==> src/rtl/d_phy_clk_div_if.sv <==
// Configuration/status bundle for d_phy_clk_div: per-channel ratios and sync in,
// divided clocks, period strobes and sticky error flags out.
interface d_phy_clk_div_if #(
    parameter int unsigned NUM_CH = 2,
    parameter int unsigned CNT_W  = 8
);
    logic [NUM_CH*CNT_W-1:0] ratio_i;
    logic                    sync_i;
    logic [NUM_CH-1:0]       clk_o;
    logic [NUM_CH-1:0]       period_stb_o;
    logic [NUM_CH-1:0]       cfg_err_o;

    modport master (
        output ratio_i,
        output sync_i,
        input  clk_o,
        input  period_stb_o,
        input  cfg_err_o
    );

    modport slave (
        input  ratio_i,
        input  sync_i,
        output clk_o,
        output period_stb_o,
        output cfg_err_o
    );
endinterface

==> src/rtl/d_phy_clk_div.sv <==
// Multi-channel runtime-programmable clock divider with boundary-safe ratio updates.
// Optional macro D_PHY_CLK_DIV_STB_EN enables the per-channel period start strobe.
module d_phy_clk_div #(
    parameter int unsigned NUM_CH = 2,
    parameter int unsigned CNT_W  = 8
) (
    input logic             hs_clk,
    input logic             rst,
    d_phy_clk_div_if.slave  bus
);

    typedef enum logic [1:0] {
        StIdle,
        StLow,
        StHigh
    } state_e;

    for (genvar k = 0; k < NUM_CH; k++) begin : g_ch
        state_e           r_state, w_state_d;
        logic [CNT_W-1:0] r_cnt, w_cnt_d;
        logic [CNT_W-1:0] r_hi, w_hi_d;
        logic             r_clk, w_clk_d;
        logic             r_err, w_err_d;
        logic             w_start;
        logic [CNT_W-1:0] w_req;
        logic [CNT_W-1:0] w_eff;
        logic [CNT_W-1:0] w_lo;

        assign w_req = bus.ratio_i[k*CNT_W +: CNT_W];
        // Ratio 1 cannot make a clock; clamp to the shortest legal period.
        assign w_eff = (w_req == CNT_W'(1)) ? CNT_W'(2) : w_req;
        assign w_lo  = w_eff - (w_eff >> 1);

        always_comb begin
            w_state_d = r_state;
            w_cnt_d   = r_cnt;
            w_hi_d    = r_hi;
            w_clk_d   = r_clk;
            w_err_d   = r_err;
            w_start   = 1'b0;

            unique case (r_state)
                StIdle: begin
                    if (w_req != '0) w_start = 1'b1;
                end
                StLow: begin
                    if (r_cnt == '0) begin
                        w_state_d = StHigh;
                        w_cnt_d   = r_hi - CNT_W'(1);
                        w_clk_d   = 1'b1;
                    end else begin
                        w_cnt_d = r_cnt - CNT_W'(1);
                    end
                end
                StHigh: begin
                    if (r_cnt == '0) begin
                        if (w_req != '0) begin
                            w_start = 1'b1;
                        end else begin
                            w_state_d = StIdle;
                            w_clk_d   = 1'b0;
                        end
                    end else begin
                        w_cnt_d = r_cnt - CNT_W'(1);
                    end
                end
                default: begin
                    w_state_d = StIdle;
                    w_clk_d   = 1'b0;
                end
            endcase

            // A sync on a natural boundary collapses into the same single restart.
            if (bus.sync_i && (w_req != '0)) w_start = 1'b1;

            if (w_start) begin
                w_state_d = StLow;
                w_cnt_d   = w_lo - CNT_W'(1);
                w_hi_d    = w_eff >> 1;
                w_clk_d   = 1'b0;
                if (w_req == CNT_W'(1)) w_err_d = 1'b1;
            end
        end

        always_ff @(posedge hs_clk or posedge rst) begin
            if (rst) begin
                r_state <= StIdle;
                r_cnt   <= '0;
                r_hi    <= '0;
                r_clk   <= 1'b0;
                r_err   <= 1'b0;
            end else begin
                r_state <= w_state_d;
                r_cnt   <= w_cnt_d;
                r_hi    <= w_hi_d;
                r_clk   <= w_clk_d;
                r_err   <= w_err_d;
            end
        end

        assign bus.clk_o[k]     = r_clk;
        assign bus.cfg_err_o[k] = r_err;

`ifdef D_PHY_CLK_DIV_STB_EN
        logic r_stb;

        always_ff @(posedge hs_clk or posedge rst) begin
            if (rst) begin
                r_stb <= 1'b0;
            end else begin
                r_stb <= w_start;
            end
        end

        assign bus.period_stb_o[k] = r_stb;
`else
        assign bus.period_stb_o[k] = 1'b0;
`endif
    end

endmodule
==> src/flat_wrapper.sv <==
// flat-port wrapper written by rule: the top's interface ports become plain ports
module d_phy_clk_div_flat 
#(
    parameter int unsigned NUM_CH = 2,
    parameter int unsigned CNT_W  = 8
)
  (hs_clk, rst, bus_ratio_i, bus_sync_i, bus_clk_o, bus_period_stb_o, bus_cfg_err_o);
  d_phy_clk_div_if #(.NUM_CH(NUM_CH), .CNT_W(CNT_W)) bus_i ();
  input logic hs_clk;
  input logic rst;
  input wire logic [$bits(bus_i.ratio_i)-1:0] bus_ratio_i;
  input wire logic [$bits(bus_i.sync_i)-1:0] bus_sync_i;
  output wire logic [$bits(bus_i.clk_o)-1:0] bus_clk_o;
  output wire logic [$bits(bus_i.period_stb_o)-1:0] bus_period_stb_o;
  output wire logic [$bits(bus_i.cfg_err_o)-1:0] bus_cfg_err_o;
  assign bus_i.ratio_i = bus_ratio_i;
  assign bus_i.sync_i = bus_sync_i;
  assign bus_clk_o = bus_i.clk_o;
  assign bus_period_stb_o = bus_i.period_stb_o;
  assign bus_cfg_err_o = bus_i.cfg_err_o;
  d_phy_clk_div #(.NUM_CH(NUM_CH), .CNT_W(CNT_W)) u_core (.hs_clk(hs_clk), .rst(rst), .bus(bus_i));
endmodule
==> config.mk <==
export PLATFORM = sky130hd
export DESIGN_NAME = d_phy_clk_div_flat
export DESIGN_NICKNAME = d
export VERILOG_FILES = /design/src/rtl/d_phy_clk_div_if.sv /design/src/rtl/d_phy_clk_div.sv /design/src/flat_wrapper.sv
export SDC_FILE = /design/constraint.sdc
export NUM_CORES = 1
export LEC_CHECK = 0
export BUFFER_PORTS_ARGS = -buffer_cell sky130_fd_sc_hd__buf_4
export CAP_MARGIN = 20
export CORE_MARGIN = 4
export CORE_UTILIZATION = 56
export CTS_CLUSTER_DIAMETER = 120
export DETAILED_ROUTE_END_ITERATION = 8
export GPL_ROUTABILITY_DRIVEN = 0
export GPL_TIMING_DRIVEN = 0
export MAX_ROUTING_LAYER = met4
export PLACE_DENSITY = 0.75
export SYNTH_ARGS = -nofsm -noshare
export SYNTH_HDL_FRONTEND = slang
export SYNTH_SLANG_ARGS = --single-unit
==> constraint.sdc <==
create_clock -name hs_clk -period 4.1 [get_ports hs_clk]
set_clock_uncertainty 0.15 [all_clocks]
set_input_delay 1.23 -clock hs_clk [delete_from_list [all_inputs] [get_ports hs_clk]]
set_output_delay 1.23 -clock hs_clk [all_outputs]
set_load 0.05 [all_outputs]
==> metrics <==
Worst Path Required 4.08 ns; post-synthesis cell type count 74; hold path startpoint u_core.g_ch[0].r_err; # DRC 0; max cap viols 0; clk buf depth 2; post-CTS sizing 0; r2r setup slk 1.46 ns; Post-synth EDFFs 0; # rows 27; setup TNS 0 ns; Hold Fails Final Rpt 0; drt pass-1 iters 5; ys flop type dfrtp_1; vias in the first global route 2722; Overall Global Routing Usage 22.9%; hold buffer count at cts 0; hpwl dp 5980 µm; clock sink total 36; Die Width 84.6 µm; Starting Density 58.7%; commonest cells after routing, fill and taps aside 41 x inv_1, 36 x nand2_1, 36 x dfrtp_1; first-pass GRT wire length 13200 µm; Tmin final 3.72 ns; Iter 0 DRT Violations 342; RSZ-0062 raised after global routing no; Netlist Area Pre-Place 0.00329 mm²; leakage dissipation 1.68 nW; WL final 7640 µm; Fmax achieved 0.269 GHz; # IOs 25; Async SR Flop Fraction 100%; CP arrival 3.70 ns; WL/cell 15.9 µm; Seq cells post-synth 36; Hold Path Cell Cnt 1; CP max FO 5; yosys warns 0; R2R depth 9; latest clock arrival within the worst-skew pair 0.28 ns; headroom to the max-slew limit 59.2%; slew at the pin with the worst max-slew slack 0.609 ns; final worst slack 0.383 ns; register area share after synthesis 27.4%; CTS tree built; antenna violations before repair 0; layout cell share with drive strength beyond 1 14.2%; CP startpoint kind input pin; outcome complete, no violations; WHS 0.313 ns; class of the most critical setup path in2reg; PwrDens 542 mW/mm²; final setup vio count 0; r2r endpoint u_core.g_ch[1].r_cnt[2]; Area Overhead vs Synth 12.1%; die height 84.6 µm; net total in the final layout 461; Die ar. 0.00716 mm²; Max Transition Viols Final 0; fin crit share 90.7%; synthesized area per cell 8.75 µm²; port buffer count 22; commonest non-fill, non-tap cell in the layout inv_1; utilization after layout 65.8%; via density per instance 6.14; R2R Path Start u_core.g_ch[1].r_cnt[0]; Root Buffer clkbuf_8; Post-CTS Setup Bufs 0; core area 0.00561 mm²; ANT cells 0; DRT antenna net count 0; vias after detailed routing 2949; synthesized instance count 376; Clock transition at path regs 0.08 ns; Crit. End Element flop; Inserted Clock Buffers 5; Final Instance Area 0.00369 mm²; Hold Path Class reg2reg; dpl ws 0.0653 ns; worst hold endpoint u_core.g_ch[0].r_err; VDD IR max 0.312 mV; total gr overflow 0; pin count of the biggest net entering global routing 26; Placed Instance Area 0.00358 mm²; htree depth 2; fill count 505
-- state kept, by name, summed over array words and instances (netlist names) --
| name | flops |
|---|---|
| u_core.g_ch.r_clk | 1 |
| u_core.g_ch.r_cnt | 16 |
| u_core.g_ch.r_err | 2 |
| u_core.g_ch.r_hi | 14 |
| u_core.g_ch.r_state | 3 |
-- stage by stage --
stage / cells / total power, mW
2_1_floorplan: 377 / 1.41
3_3_place_gp: 471 / 1.63
3_5_place_dp: 472 / 1.67
4_1_cts: 480 / 1.99
5_1_grt: 480 / 2.16
6_report: 480 / 2.00
-- cell families after synthesis --
family | count (synthesis) | share of synthesized area (%)
simple gates | 113 | 19.7
compound gates | 106 | 23.2
buf+inv | 55 | 7.27
flops | 36 | 27.4
fa+ha+maj | 35 | 13.8
xor+xnor | 20 | 5.32
mux | 10 | 3.23
other cells | 1 | 0.114
-- critical path, cell delays in order --
cell and delay, ns:
buf_4 0.11, inv_1 0.08, ha_1 0.25, a41oi_1 0.48, inv_1 0.09, ha_1 0.31, nor4bb_1 0.36, a221oi_1 0.15
a221oi_2 0.30, xnor2_1 0.20, a22oi_1 0.14
-- how the worst max path moves through the flow --
stage,cells after the start,start,to
after floorplan,10,bus_ratio_i[4],u_core.g_ch[0].r_cnt[7]
after global placement,11,bus_ratio_i[4],u_core.g_ch[0].r_cnt[5]
after detailed placement,11,bus_ratio_i[4],u_core.g_ch[0].r_cnt[5]
after CTS,11,bus_ratio_i[4],u_core.g_ch[0].r_cnt[5]
after global routing,11,bus_ratio_i[4],u_core.g_ch[0].r_cnt[5]
final,11,bus_ratio_i[4],u_core.g_ch[0].r_cnt[5]
-- power breakdown --
part	switching, mW	internal, mW	total (mW)
registers	0.207	0.490	0.697
logic	0.543	0.445	0.988
clock network	0.134	0.180	0.314
total	0.884	1.11	2.00
-- Yosys cell counts (all sizes together) (4+ instances only) --
| master | count | share of area [%] |
|---|---|---|
| inv | 41 | 4.7 |
| nand2 | 37 | 4.3 |
| dfrtp | 36 | 27 |
| ha | 33 | 13 |
| o21ai | 20 | 3.0 |
| a21oi | 17 | 2.6 |
| nor2 | 17 | 1.9 |
| xnor2 | 16 | 4.3 |
| nor3 | 13 | 2.5 |
| buf | 11 | 2.2 |
| a211oi | 7 | 1.6 |
| a31oi | 7 | 1.3 |
| o31ai | 7 | 2.0 |
| a22oi | 5 | 1.1 |
| mux2 | 5 | 1.7 |
| mux2i | 5 | 1.5 |
| nor3b | 5 | 1.3 |
| nor4 | 5 | 1.4 |
| nand3 | 4 | 0.61 |
| o21bai | 4 | 0.91 |
| o221ai | 4 | 1.1 |
| or3 | 4 | 0.76 |
| or4b | 4 | 1.3 |
| xor2 | 4 | 1.1 |
-- cell type report --
class / count / area, µm² / area share, %
timing repair buffer: 23 / 193 / 5.23
clock inverter: 3 / 42.5 / 1.15
buffer: 14 / 85.1 / 2.31
tap: 72 / 90.1 / 2.44
multi-input combinational: 286 / 2150 / 58.4
clock buffer: 5 / 68.8 / 1.87
sequential: 36 / 901 / 24.4
inverter: 41 / 154 / 4.17
-- routing by layer --
layer | wire, µm | GRT usage (%) | up-vias
met2 | 3320 | 33.2 | 108
met1 | 3810 | 34.7 | 1404
li1 | - | - | 1429
met3 | 430 | 2.55 | 8
met5 | 0 | - | -
met4 | 76 | 4.32 | 0
Power figures use the tool's default switching activity.
